[src/rtl/tdc_capture_pkg.sv]
// ============================================================================
// Module  : tdc_capture_pkg
// Brief   : Shared types and constants for the hit-capture controller slice.
// Revision: 1.0 - initial parametrised release
// ============================================================================
`default_nettype none

package tdc_capture_pkg;

    typedef enum logic [2:0] {
        ST_IDLE  = 3'd0,
        ST_READ  = 3'd1,
        ST_CHECK = 3'd2,
        ST_WAIT  = 3'd3,
        ST_DUMP  = 3'd4,
        ST_DONE  = 3'd5,
        ST_ABORT = 3'd6,
        ST_HALT  = 3'd7
    } state_e;

    localparam int NUM_DISTINCT_MIN = 2;
    localparam int NUM_DISTINCT_MAX = 8;

    localparam int DEF_DATA_W       = 8;
    localparam int DEF_CNT_W        = 32;
    localparam int DEF_TIMEOUT_W    = 16;
    localparam int DEF_NUM_DISTINCT = 3;

endpackage

`default_nettype wire

[src/rtl/hit_capture_ctrl_if.sv]
// ============================================================================
// Module  : hit_capture_ctrl_if
// Brief   : FIFO / capture-buffer / RAM-dump signal bundle.
// Revision: 1.0 - initial parametrised release
// ============================================================================
`default_nettype none

interface hit_capture_ctrl_if
    import tdc_capture_pkg::*;
#(
    parameter int DATA_W = DEF_DATA_W
) ();

    logic              fifo_data_available;
    logic              fifo_rd;
    logic [DATA_W-1:0] fifo_dout;
    logic              buf_we;
    logic [DATA_W-1:0] buf_data;
    logic              dump_req;
    logic              dump_done;

    modport master (
        input  fifo_data_available,
        input  fifo_dout,
        input  dump_done,
        output fifo_rd,
        output buf_we,
        output buf_data,
        output dump_req
    );

    modport slave (
        output fifo_data_available,
        output fifo_dout,
        output dump_done,
        input  fifo_rd,
        input  buf_we,
        input  buf_data,
        input  dump_req
    );

endinterface

`default_nettype wire

[src/rtl/hit_code_store.sv]
// ============================================================================
// Module  : hit_code_store
// Brief   : Holds up to NUM_DISTINCT distinct hit codes with parallel compare.
// Revision: 1.0 - initial parametrised release
// ============================================================================
`default_nettype none

module hit_code_store
    import tdc_capture_pkg::*;
#(
    parameter int DATA_W       = DEF_DATA_W,
    parameter int NUM_DISTINCT = DEF_NUM_DISTINCT
) (
    input  wire logic                                   clk,
    input  wire logic                                   rst_n,
    input  wire logic                                   clear,
    input  wire logic                                   wr_en,
    input  wire logic [DATA_W-1:0]                      din,
    output logic                                        is_new,
    output logic [$clog2(NUM_DISTINCT+1)-1:0]           n_distinct
);

    localparam int CW = $clog2(NUM_DISTINCT + 1);

    logic [DATA_W-1:0]       codes [NUM_DISTINCT];
    logic [NUM_DISTINCT-1:0] valid;
    logic [NUM_DISTINCT-1:0] match;
    logic                    store_wr;

    for (genvar i = 0; i < NUM_DISTINCT; i++) begin : g_match
        assign match[i] = valid[i] && (codes[i] == din);
    end

    assign is_new   = ~|match;
    assign store_wr = wr_en && is_new && (n_distinct != CW'(NUM_DISTINCT));

    always_ff @(posedge clk or negedge rst_n) begin
        if (!rst_n) begin
            for (int i = 0; i < NUM_DISTINCT; i++) begin
                codes[i] <= '0;
            end
            valid      <= '0;
            n_distinct <= '0;
        end else if (clear) begin
            valid      <= '0;
            n_distinct <= '0;
        end else if (store_wr) begin
            // New codes fill slots in arrival order; n_distinct is the next free slot.
            for (int i = 0; i < NUM_DISTINCT; i++) begin
                if (n_distinct == CW'(i)) begin
                    codes[i] <= din;
                    valid[i] <= 1'b1;
                end
            end
            n_distinct <= n_distinct + 1'b1;
        end
    end

endmodule

`default_nettype wire

[src/rtl/hit_capture_ctrl.sv]
// ============================================================================
// Module  : hit_capture_ctrl
// Brief   : Frame-capture FSM: FIFO -> buffer copy, distinct-code tracking, dump.
// Revision: 1.0 - initial parametrised release
// ============================================================================
`default_nettype none

module hit_capture_ctrl
    import tdc_capture_pkg::*;
#(
    parameter int DATA_W       = DEF_DATA_W,
    parameter int NUM_DISTINCT = DEF_NUM_DISTINCT,
    parameter int TIMEOUT_W    = DEF_TIMEOUT_W,
    parameter int CNT_W        = DEF_CNT_W
) (
    input  wire logic                              SYSCLK,
    input  wire logic                              RESET_N,
    input  wire logic                              enable,
    input  wire logic                              single_shot,
    input  wire logic [TIMEOUT_W-1:0]              timeout_cycles,
    hit_capture_ctrl_if.master                     bus,
    output logic                                   busy,
    output logic [$clog2(NUM_DISTINCT+1)-1:0]      n_distinct,
    output logic [CNT_W-1:0]                       frame_count,
    output logic [CNT_W-1:0]                       abort_count
);

    localparam int ND_W = $clog2(NUM_DISTINCT + 1);
    localparam logic [ND_W-1:0]      ND_LAST = ND_W'(NUM_DISTINCT - 1);
    localparam logic [TIMEOUT_W-1:0] T_ONE   = TIMEOUT_W'(1);

    localparam logic [2:0] S_IDLE  = ST_IDLE;
    localparam logic [2:0] S_READ  = ST_READ;
    localparam logic [2:0] S_CHECK = ST_CHECK;
    localparam logic [2:0] S_WAIT  = ST_WAIT;
    localparam logic [2:0] S_DUMP  = ST_DUMP;
    localparam logic [2:0] S_DONE  = ST_DONE;
    localparam logic [2:0] S_ABORT = ST_ABORT;
    localparam logic [2:0] S_HALT  = ST_HALT;

    if (NUM_DISTINCT < NUM_DISTINCT_MIN || NUM_DISTINCT > NUM_DISTINCT_MAX) begin : g_bad_num_distinct
        $error("hit_capture_ctrl: NUM_DISTINCT out of range");
    end

    logic [2:0]           state;
    logic [2:0]           next;
    logic [TIMEOUT_W-1:0] wait_cnt;
    logic                 rd_q;
    logic                 we_q;
    logic                 req_q;
    logic                 busy_q;
    logic                 is_new;
    logic                 store_clear;
    logic                 store_wr;
    logic                 timed_out;

    assign timed_out = (timeout_cycles != '0) && (wait_cnt == timeout_cycles - T_ONE);

    always_comb begin
        next = state;
        case (state)
            S_IDLE:  if (enable && bus.fifo_data_available) next = S_READ;
            S_READ:  next = S_CHECK;
            S_CHECK: next = (is_new && n_distinct == ND_LAST) ? S_DUMP : S_WAIT;
            S_WAIT: begin
                if (bus.fifo_data_available && enable) next = S_READ;
                else if (!enable)                      next = S_IDLE;
                else if (timed_out)                    next = S_ABORT;
            end
            S_DUMP:  if (bus.dump_done) next = S_DONE;
            S_DONE:  next = single_shot ? S_HALT : S_IDLE;
            S_ABORT: next = S_IDLE;
            S_HALT:  if (!enable) next = S_IDLE;
            default: next = S_IDLE;
        endcase
    end

    assign store_wr    = (state == S_CHECK);
    assign store_clear = (state == S_DONE) || (state == S_ABORT) ||
                         ((state == S_WAIT) && !enable);

    hit_code_store #(
        .DATA_W       (DATA_W),
        .NUM_DISTINCT (NUM_DISTINCT)
    ) u_store (
        .clk        (SYSCLK),
        .rst_n      (RESET_N),
        .clear      (store_clear),
        .wr_en      (store_wr),
        .din        (bus.fifo_dout),
        .is_new     (is_new),
        .n_distinct (n_distinct)
    );

    // Strobes are registered from the next state so they line up with it;
    // only the drain read in DUMP must react to dump_done in the same cycle.
    always_ff @(posedge SYSCLK or negedge RESET_N) begin
        if (!RESET_N) begin
            state       <= S_IDLE;
            wait_cnt    <= '0;
            rd_q        <= 1'b0;
            we_q        <= 1'b0;
            req_q       <= 1'b0;
            busy_q      <= 1'b0;
            frame_count <= '0;
            abort_count <= '0;
        end else begin
            state    <= next;
            wait_cnt <= (state == S_WAIT) ? wait_cnt + T_ONE : '0;
            rd_q     <= (next == S_READ);
            we_q     <= bus.fifo_rd;
            req_q    <= (next == S_DUMP);
            busy_q   <= (next != S_IDLE) && (next != S_HALT);
            if (state == S_DONE)  frame_count <= frame_count + 1'b1;
            if (state == S_ABORT) abort_count <= abort_count + 1'b1;
        end
    end

    assign bus.fifo_rd  = (state == S_DUMP) ? (bus.fifo_data_available && !bus.dump_done) : rd_q;
    assign bus.buf_we   = we_q;
    assign bus.buf_data = bus.fifo_dout;
    assign bus.dump_req = req_q;
    assign busy         = busy_q;

endmodule

`default_nettype wire

[src/flat_wrapper.sv]
// flat-port wrapper written by rule: the top's interface ports become plain ports
module hit_capture_ctrl_flat import tdc_capture_pkg::*;
#(
    parameter int DATA_W       = DEF_DATA_W,
    parameter int NUM_DISTINCT = DEF_NUM_DISTINCT,
    parameter int TIMEOUT_W    = DEF_TIMEOUT_W,
    parameter int CNT_W        = DEF_CNT_W
)
  (SYSCLK, RESET_N, enable, single_shot, timeout_cycles, busy, n_distinct, frame_count, abort_count, bus_fifo_data_available, bus_fifo_dout, bus_dump_done, bus_fifo_rd, bus_buf_we, bus_buf_data, bus_dump_req);
  hit_capture_ctrl_if #(.DATA_W(DATA_W)) bus_i ();
  input  wire logic SYSCLK;
  input  wire logic RESET_N;
  input  wire logic enable;
  input  wire logic single_shot;
  input  wire logic [TIMEOUT_W-1:0] timeout_cycles;
  output logic busy;
  output logic [$clog2(NUM_DISTINCT+1)-1:0] n_distinct;
  output logic [CNT_W-1:0] frame_count;
  output logic [CNT_W-1:0] abort_count;
  input wire logic [$bits(bus_i.fifo_data_available)-1:0] bus_fifo_data_available;
  input wire logic [$bits(bus_i.fifo_dout)-1:0] bus_fifo_dout;
  input wire logic [$bits(bus_i.dump_done)-1:0] bus_dump_done;
  output wire logic [$bits(bus_i.fifo_rd)-1:0] bus_fifo_rd;
  output wire logic [$bits(bus_i.buf_we)-1:0] bus_buf_we;
  output wire logic [$bits(bus_i.buf_data)-1:0] bus_buf_data;
  output wire logic [$bits(bus_i.dump_req)-1:0] bus_dump_req;
  assign bus_i.fifo_data_available = bus_fifo_data_available;
  assign bus_i.fifo_dout = bus_fifo_dout;
  assign bus_i.dump_done = bus_dump_done;
  assign bus_fifo_rd = bus_i.fifo_rd;
  assign bus_buf_we = bus_i.buf_we;
  assign bus_buf_data = bus_i.buf_data;
  assign bus_dump_req = bus_i.dump_req;
  hit_capture_ctrl #(.DATA_W(DATA_W), .NUM_DISTINCT(NUM_DISTINCT), .TIMEOUT_W(TIMEOUT_W), .CNT_W(CNT_W)) u_core (.SYSCLK(SYSCLK), .RESET_N(RESET_N), .enable(enable), .single_shot(single_shot), .timeout_cycles(timeout_cycles), .bus(bus_i), .busy(busy), .n_distinct(n_distinct), .frame_count(frame_count), .abort_count(abort_count));
endmodule
[config.mk]
export PLATFORM = sky130hd
export DESIGN_NAME = hit_capture_ctrl_flat
export DESIGN_NICKNAME = d
export VERILOG_FILES = /design/src/rtl/tdc_capture_pkg.sv /design/src/rtl/hit_capture_ctrl_if.sv /design/src/rtl/hit_code_store.sv /design/src/rtl/hit_capture_ctrl.sv /design/src/flat_wrapper.sv
export SDC_FILE = /design/constraint.sdc
export NUM_CORES = 1
export LEC_CHECK = 0
export BUFFER_PORTS_ARGS = -buffer_cell sky130_fd_sc_hd__buf_2
export CAP_MARGIN = 20
export CORE_MARGIN = 5
export CORE_UTILIZATION = 48
export CTS_BUF_LIST = sky130_fd_sc_hd__clkbuf_8
export DETAILED_ROUTE_END_ITERATION = 8
export PLACE_DENSITY_LB_ADDON = 0.08
export SETUP_SLACK_MARGIN = 0.2
export SYNTH_ARGS = -nofsm -noshare
export SYNTH_HDL_FRONTEND = slang
export SYNTH_SLANG_ARGS = --single-unit
[constraint.sdc]
create_clock -name SYSCLK -period 3 [get_ports SYSCLK]
set_clock_uncertainty 0.05 [all_clocks]
set_input_delay 0 -clock SYSCLK [delete_from_list [all_inputs] [get_ports SYSCLK]]
set_output_delay 0 -clock SYSCLK [all_outputs]
set_load 0.02 [all_outputs]
== Word level (Yosys, flattened, before mapping) ==
Cells that the tools add are included.

* Add/subtract/negate cells: 5
* Equality and inequality tests: 17
* Muxes and demuxes: 18
* Bitwise operators: 1
* Reduce and logical (&&, ||, !) cells: 31

{| class="wikitable"
|+ Operator list
! kind !! number
|-
| 32-bit by 1-bit adder with 32-bit output, second input constant || 2
|-
| 3-bit two-way mux || 10
|-
| 8-bit == test || 3
|-
| 3-bit one-hot mux with 8 select lines || 1
|-
| 16-bit by 1-bit adder with 16-bit output, second input constant || 1
|-
| 16-bit == test || 1
|-
| 16-bit two-way mux || 1
|-
| 16-bit nonzero test || 1
|-
| 16-bit by 1-bit subtractor with 16-bit output, second input constant || 1
|-
| 3-bit == test, second input constant || 5
|-
| 1-bit logical AND || 11
|-
| 3-bit AND reduction || 3
|-
| 2-bit nonzero test || 4
|-
| 3-bit by 1-bit == test with 1-bit output, second input constant || 2
|-
| 3-bit by 2-bit == test with 1-bit output, second input constant || 2
|-
| 2-bit AND reduction || 3
|-
| 1-bit two-way mux || 4
|-
| 2-bit two-way mux || 2
|-
| 1-bit zero test || 3
|-
| 3-bit zero test || 1
|-
| 3-bit inequality test, second input constant || 1
|-
| 3-bit nonzero test || 1
|-
| 3-bit OR reduction || 1
|-
| 2-bit by 1-bit adder with 2-bit output, second input constant || 1
|-
| 6 further kinds || 7
|}

* Register bits: 116
* Output and inout bits: 78

== Longest topological paths before layout ==
* Depth after elaboration: 9
* Depth in mapped cells: 8
* Depth with buffers taken out: 8

== Modules after synthesis ==
Synthesis repeated with hierarchy kept, for this count alone.

* Cell total of the unflattened synthesis: 572
* Area total of the unflattened synthesis: 6100.9 um2

{| class="wikitable"
|+ Modules (own cells, without submodules)
! module !! instances !! cells each !! area each (um2) !! sequential area each (um2)
|-
| hit_capture_ctrl || 1 || 449 || 4529.3 || 2177.1
|-
| hit_code_store || 1 || 123 || 1571.5 || 725.7
|}

== Worst setup path after synthesis ==
Ideal clock, no wire load.

* Path type: flip-flop to flip-flop
* Start point: register u_core.wait_cnt[2]
* End point: register u_core.state[2]
* Library setup time: 0.066 ns
* Arrival time: 2.004 ns
* Path slack: 0.880 ns
* Stages on the path, launching flop included: 8
* Buffers on the path: 1
* Cells stage by stage: dfrtp_1 clkbuf_1 o21ba_2 a221oi_1 a41oi_1 a2111o_1 a2111oi_4 a41o_1

* Longest elaborated chain between the ends: 6

{| class="wikitable"
|+ RTL lines
! element !! RTL line !! RTL
|-
| start, declared || hit_capture_ctrl.sv:47 || <nowiki>logic [TIMEOUT_W-1:0] wait_cnt;</nowiki>
|-
| start signal, assigned || hit_capture_ctrl.sv:109 || <nowiki>wait_cnt <= (state == S_WAIT) ? wait_cnt + T_ONE : '0;</nowiki>
|-
| 16-bit == test || hit_capture_ctrl.sv:57 || <nowiki>assign timed_out = (timeout_cycles != '0) && (wait_cnt == timeout_cycles - T_ONE);</nowiki>
|-
| 1-bit logical AND || hit_capture_ctrl.sv:57 ||
|-
| 3-bit two-way mux || hit_capture_ctrl.sv:68 || <nowiki>else if (timed_out) next = S_ABORT;</nowiki>
|-
| 3-bit two-way mux || hit_capture_ctrl.sv:67 || <nowiki>else if (!enable) next = S_IDLE;</nowiki>
|-
| 3-bit two-way mux || hit_capture_ctrl.sv:66 || <nowiki>if (bus.fifo_data_available && enable) next = S_READ;</nowiki>
|-
| 3-bit one-hot mux with 8 select lines || hit_capture_ctrl.sv:61 || <nowiki>case (state)</nowiki>
|-
| via u_core.next[2] || hit_capture_ctrl.sv:46 || <nowiki>logic [2:0] next;</nowiki>
|-
| end signal, assigned || hit_capture_ctrl.sv:108 || <nowiki>state <= next;</nowiki>
|-
| end, declared || hit_capture_ctrl.sv:45 || <nowiki>logic [2:0] state;</nowiki>
|}

The timed path passes the listed nets, and every way through them passes these cells.
A chain may end at the register's enable or synchronous reset.

== Final worst setup path ==
* Start point: register u_core.u_store.codes[2] (netlist bit)
* End point: register u_core.rd_q

* Longest elaborated chain between the ends: 8

{| class="wikitable"
|+ RTL lines
! element !! RTL line !! RTL
|-
| start, declared || hit_code_store.sv:25 || <nowiki>logic [DATA_W-1:0] codes [NUM_DISTINCT];</nowiki>
|-
| start signal, assigned by index || hit_code_store.sv:51 || <nowiki>codes[i] <= din;</nowiki>
|-
| 8-bit == test || hit_code_store.sv:31 || <nowiki>assign match[i] = valid[i] && (codes[i] == din);</nowiki>
|-
| 1-bit logical AND || hit_code_store.sv:31 ||
|-
| 3-bit OR reduction || hit_code_store.sv:34 || <nowiki>assign is_new = ~|match;</nowiki>
|-
| 1-bit zero test || hit_code_store.sv:34 ||
|-
| 1-bit logical AND || hit_capture_ctrl.sv:64 || <nowiki>S_CHECK: next = (is_new && n_distinct == ND_LAST) ? S_DUMP : S_WAIT;</nowiki>
|-
| 3-bit two-way mux || hit_capture_ctrl.sv:64 ||
|-
| 3-bit one-hot mux with 8 select lines || hit_capture_ctrl.sv:61 ||
|-
| 3-bit by 1-bit == test with 1-bit output || hit_capture_ctrl.sv:110 || <nowiki>rd_q <= (next == S_READ);</nowiki>
|-
| end signal, assigned || hit_capture_ctrl.sv:110 ||
|-
| end, declared || hit_capture_ctrl.sv:48 || <nowiki>logic rd_q;</nowiki>
|}

No other way between the ends.

==> results by group <==
Timing
  • Final setup violation count: 0
  • Fmax: 0.4283 GHz
  • Pins Over Slew Limit: 0
  • Setup tns final: 0 ns
  • RSZ-0062 raised after global routing: no
  • Fin crit period: 2.335 ns
  • Crit share post-route: 77.84%
  • Max-Slew Margin vs Limit: 51.11%
  • Final hold vios: 0
  • WHS: 0.1038 ns
  • Worst Tran Pin Value: 0.7278 ns

Clock network
  • TritonCTS buffer count: 17
  • Hold_buf cts: 16
  • # resized after CTS: 0
  • Longest Clk Path Bufs: 2
  • TritonCTS clock tree: done
  • Clk_lat worst skew: 0.44 ns
  • Clk slew on worst S/H paths: 0.07 ns
  • Clock root buffer: clkbuf_8
  • H-tree Lvls: 4
  • Setup Buffers After CTS: 0
  • Clock Sinks: 116

Synth
  • FFs w/ async S/R, synth: 100.0%
  • Yosys top cell area share: 48.53%
  • Post-synth top flop: dfrtp_1
  • Post-synthesis register bit count: 116
  • Mux share of post-synthesis cell area: 5.752%
  • Unique masters post-synth: 48
  • Syn_area_per_cell: 10.55 µm²
  • Top cells by area in the synthesized netlist: dfrtp_1 49%, xor2_1 8.9%, xnor2_1 8.5%
  • Synth Area in Adders: 1.673%
  • Largest area contributor in the netlist: dfrtp_1
  • Mapped Cells: 567
  • Post-synthesis compound-gate area fraction: 5.271%
  • Simple-Gate Fraction of Synth Area: 18.43%
  • Syn_nets: 605
  • Synth cell count leaders: 116 x dfrtp_1, 61 x xor2_1, 58 x xnor2_1
  • Count leader, synth: dfrtp_1
  • Cell Area, Synth: 5982 µm²
  • EDFF count, synth: 0
  • Largest family of logic cells by synthesized area: simple AND/OR/NAND/NOR gates
  • Synth Area in XOR/XNOR: 17.42%
  • Yosys warns: 0
  • Sequential share of the synthesized area: 48.53%

Layout
  • Layout cell share with drive strength beyond 1: 25.43%
  • Core Util, Final: 59.88%
  • Final #Nets: 730
  • Synth-to-Final Area Change: 21.23%
  • N_diodes: 0

Die
  • Initial core utilization: 49.39%
  • Die width: 121.6 µm
  • Core area: 12110 µm²
  • Die area: 14800 µm²
  • Die Y: 121.6 µm
  • FP Rows: 40
  • I/O pin total: 108

Route
  • Metal2 WL: 6315 µm
  • DR vias: 4501
  • Routed wire length: 12880 µm
  • DRT Pass-1 Iters: 4
  • Highest Signal Layer: met4
  • Number of vias per cell: 5.162
  • ANT nets after route: 0
  • Routed len/inst: 14.77 µm
  • WL met3: 600 µm
  • 1st-iter DRT viols: 211
  • Drt drc: 0
  • WL met1: 5846 µm

Worst setup path
  • R2R cell count: 7
  • CP Data Arrival Time: 2.66 ns
  • RR Startpoint: u_core.u_store.codes[2]$_DFFE_PN0P_
  • Max FO, Critical Path: 8
  • Slowest CP cell: dlygate4sd3_1
  • Worst path cell trace: xor2_1, nor4_1, nand4_1, and3_1, o31a_1, a21oi_1, dlygate4sd3_1
  • CP peak stage delay: 0.56 ns
  • R2r setup slk: 0.66 ns
  • Critical path class: flop to flop
  • Critical Path RT: 3.32 ns
  • Reg2reg end: u_core.rd_q$_DFF_PN0_
  • CP Launch Type: flop
  • Crit end category: flop

Placed design
  • Dpl hpwl: 9504 µm
  • Routability congestion estimate: 0.8779
  • PortBufs: 107

Pwr
  • Leak: 3.547 nW
  • Max IR drop VDD: 0.0004705 V
  • Power per Cell Area: 674.0 nW/µm²

Global route
  • Initial antenna violation count: 0
  • Total global routing overflow: 0
  • Vias in the first global route: 4418
  • Pin count of the biggest net entering global routing: 58
  • Total GRT Usage: 18.23%
  • First-pass GRT wire length: 21430 µm

Status
  • Outcome: finished, final reports clean

Hold path
  • Hold Path Class: primary input to asynchronous set/reset pin

Flow run
  • Max Cap Violations: 0
## how the worst max path moves through the flow
stage	startpoint	end	slack, ns	cells after the start
final	u_core.u_store.codes[2]$_DFFE_PN0P_	u_core.rd_q$_DFF_PN0_	0.66	7
after global routing	u_core.state[2]$_DFF_PN0_	u_core.frame_count[29]$_DFFE_PN0P_	0.46	7
after CTS	u_core.u_store.codes[2]$_DFFE_PN0P_	u_core.rd_q$_DFF_PN0_	0.64	7
after detailed placement	timeout_cycles[0]	u_core.state[2]$_DFF_PN0_	0.60	9
after global placement	timeout_cycles[0]	u_core.state[2]$_DFF_PN0_	0.71	9
after floorplan	u_core.wait_cnt[2]$_DFF_PN0_	u_core.state[2]$_DFF_PN0_	0.88	7
## cell families after synthesis
logic type | Yosys count
muxes | 31
xor gates and xnor gates | 119
DFF | 116
adders and majority gates | 8
buffers and inverters | 38
AOI/OAI and AO/OA | 42
and+or+nand+nor | 213
## flip-flops by register name (all words and copies together) (netlist names)
| register | flops |
|---|---|
| u_core.state | 3 |
| u_core.u_store.valid | 3 |
| u_core.frame_count | 32 |
| u_core.wait_cnt | 16 |
| u_core.busy | 1 |
| u_core.u_store.codes | 24 |
| u_core.u_store.n_distinct | 2 |
| u_core.bus.buf_we | 1 |
| u_core.abort_count | 32 |
| u_core.bus.dump_req | 1 |
| u_core.rd_q | 1 |
## final cells by class
type	count	area [µm²]
repair buffers	132	765.7
flip-flops and latches	116	2903
inverters	12	45.04
fillers	1066	4860
well taps	168	210.2
clock inverters	12	162.7
clock buffers	19	261.5
multi-input cells	413	2904
## per-layer routing
metal	vias up	global-route usage, %
met5	-	0
met4	0	5.322
met3	11	5.989
met2	85	29.78
met1	2186	23.21
li1	2219	-
## power by group
part	leakage (nW)	total (mW)	switching (mW)	internal (mW)
sequential	1.55	2.10	0.254	1.85
combinational	1.78	1.25	0.664	0.582
clock	0.220	1.54	0.607	0.931
## cells in the final DEF, fill, tap and decap left out, types with 3 or more instances in the layout
cell and count:
dfrtp_1 116, buf_2 106, xor2_1 61, xnor2_1 58, nand2_1 51, nor2_1 45
nand3_1 33, mux2_2 27, nand4_1 23, clkbuf_8 19, and3_1 18, dlygate4sd3_1 16
inv_1 14, nor3_1 13, o21ai_0 10, buf_4 10, nor4_1 8, ha_1 8
and4_1 7, a21oi_1 6, a31oi_1 5, mux2i_1 4, clkinv_2 4, bufinv_16 4
and4b_1 3, and2_1 3
## critical path, delay by kind of cell (launching register included)
family                 cells  cell delay [ns]
XOR/XNOR                   1             0.14
buffers and inverters      1             0.56
flip-flops                 1             0.39
AO/OA/AOI/OAI              2             0.42
AND/OR/NAND/NOR            3             0.71
## per-stage QoR
step                      cells  setup WS, ns  instance area [µm²]  power (mW)
after floorplan             567        0.8799                 5982       2.981
after global placement      825        0.7133                 6668       3.311
after detailed placement    825        0.6022                 6668       3.349
after CTS                   872        0.6373                 7252       4.954
after global routing        872        0.4614                 7252       5.201
final                       872        0.6649                 7252       4.888
(Power assumes the default switching activity.)
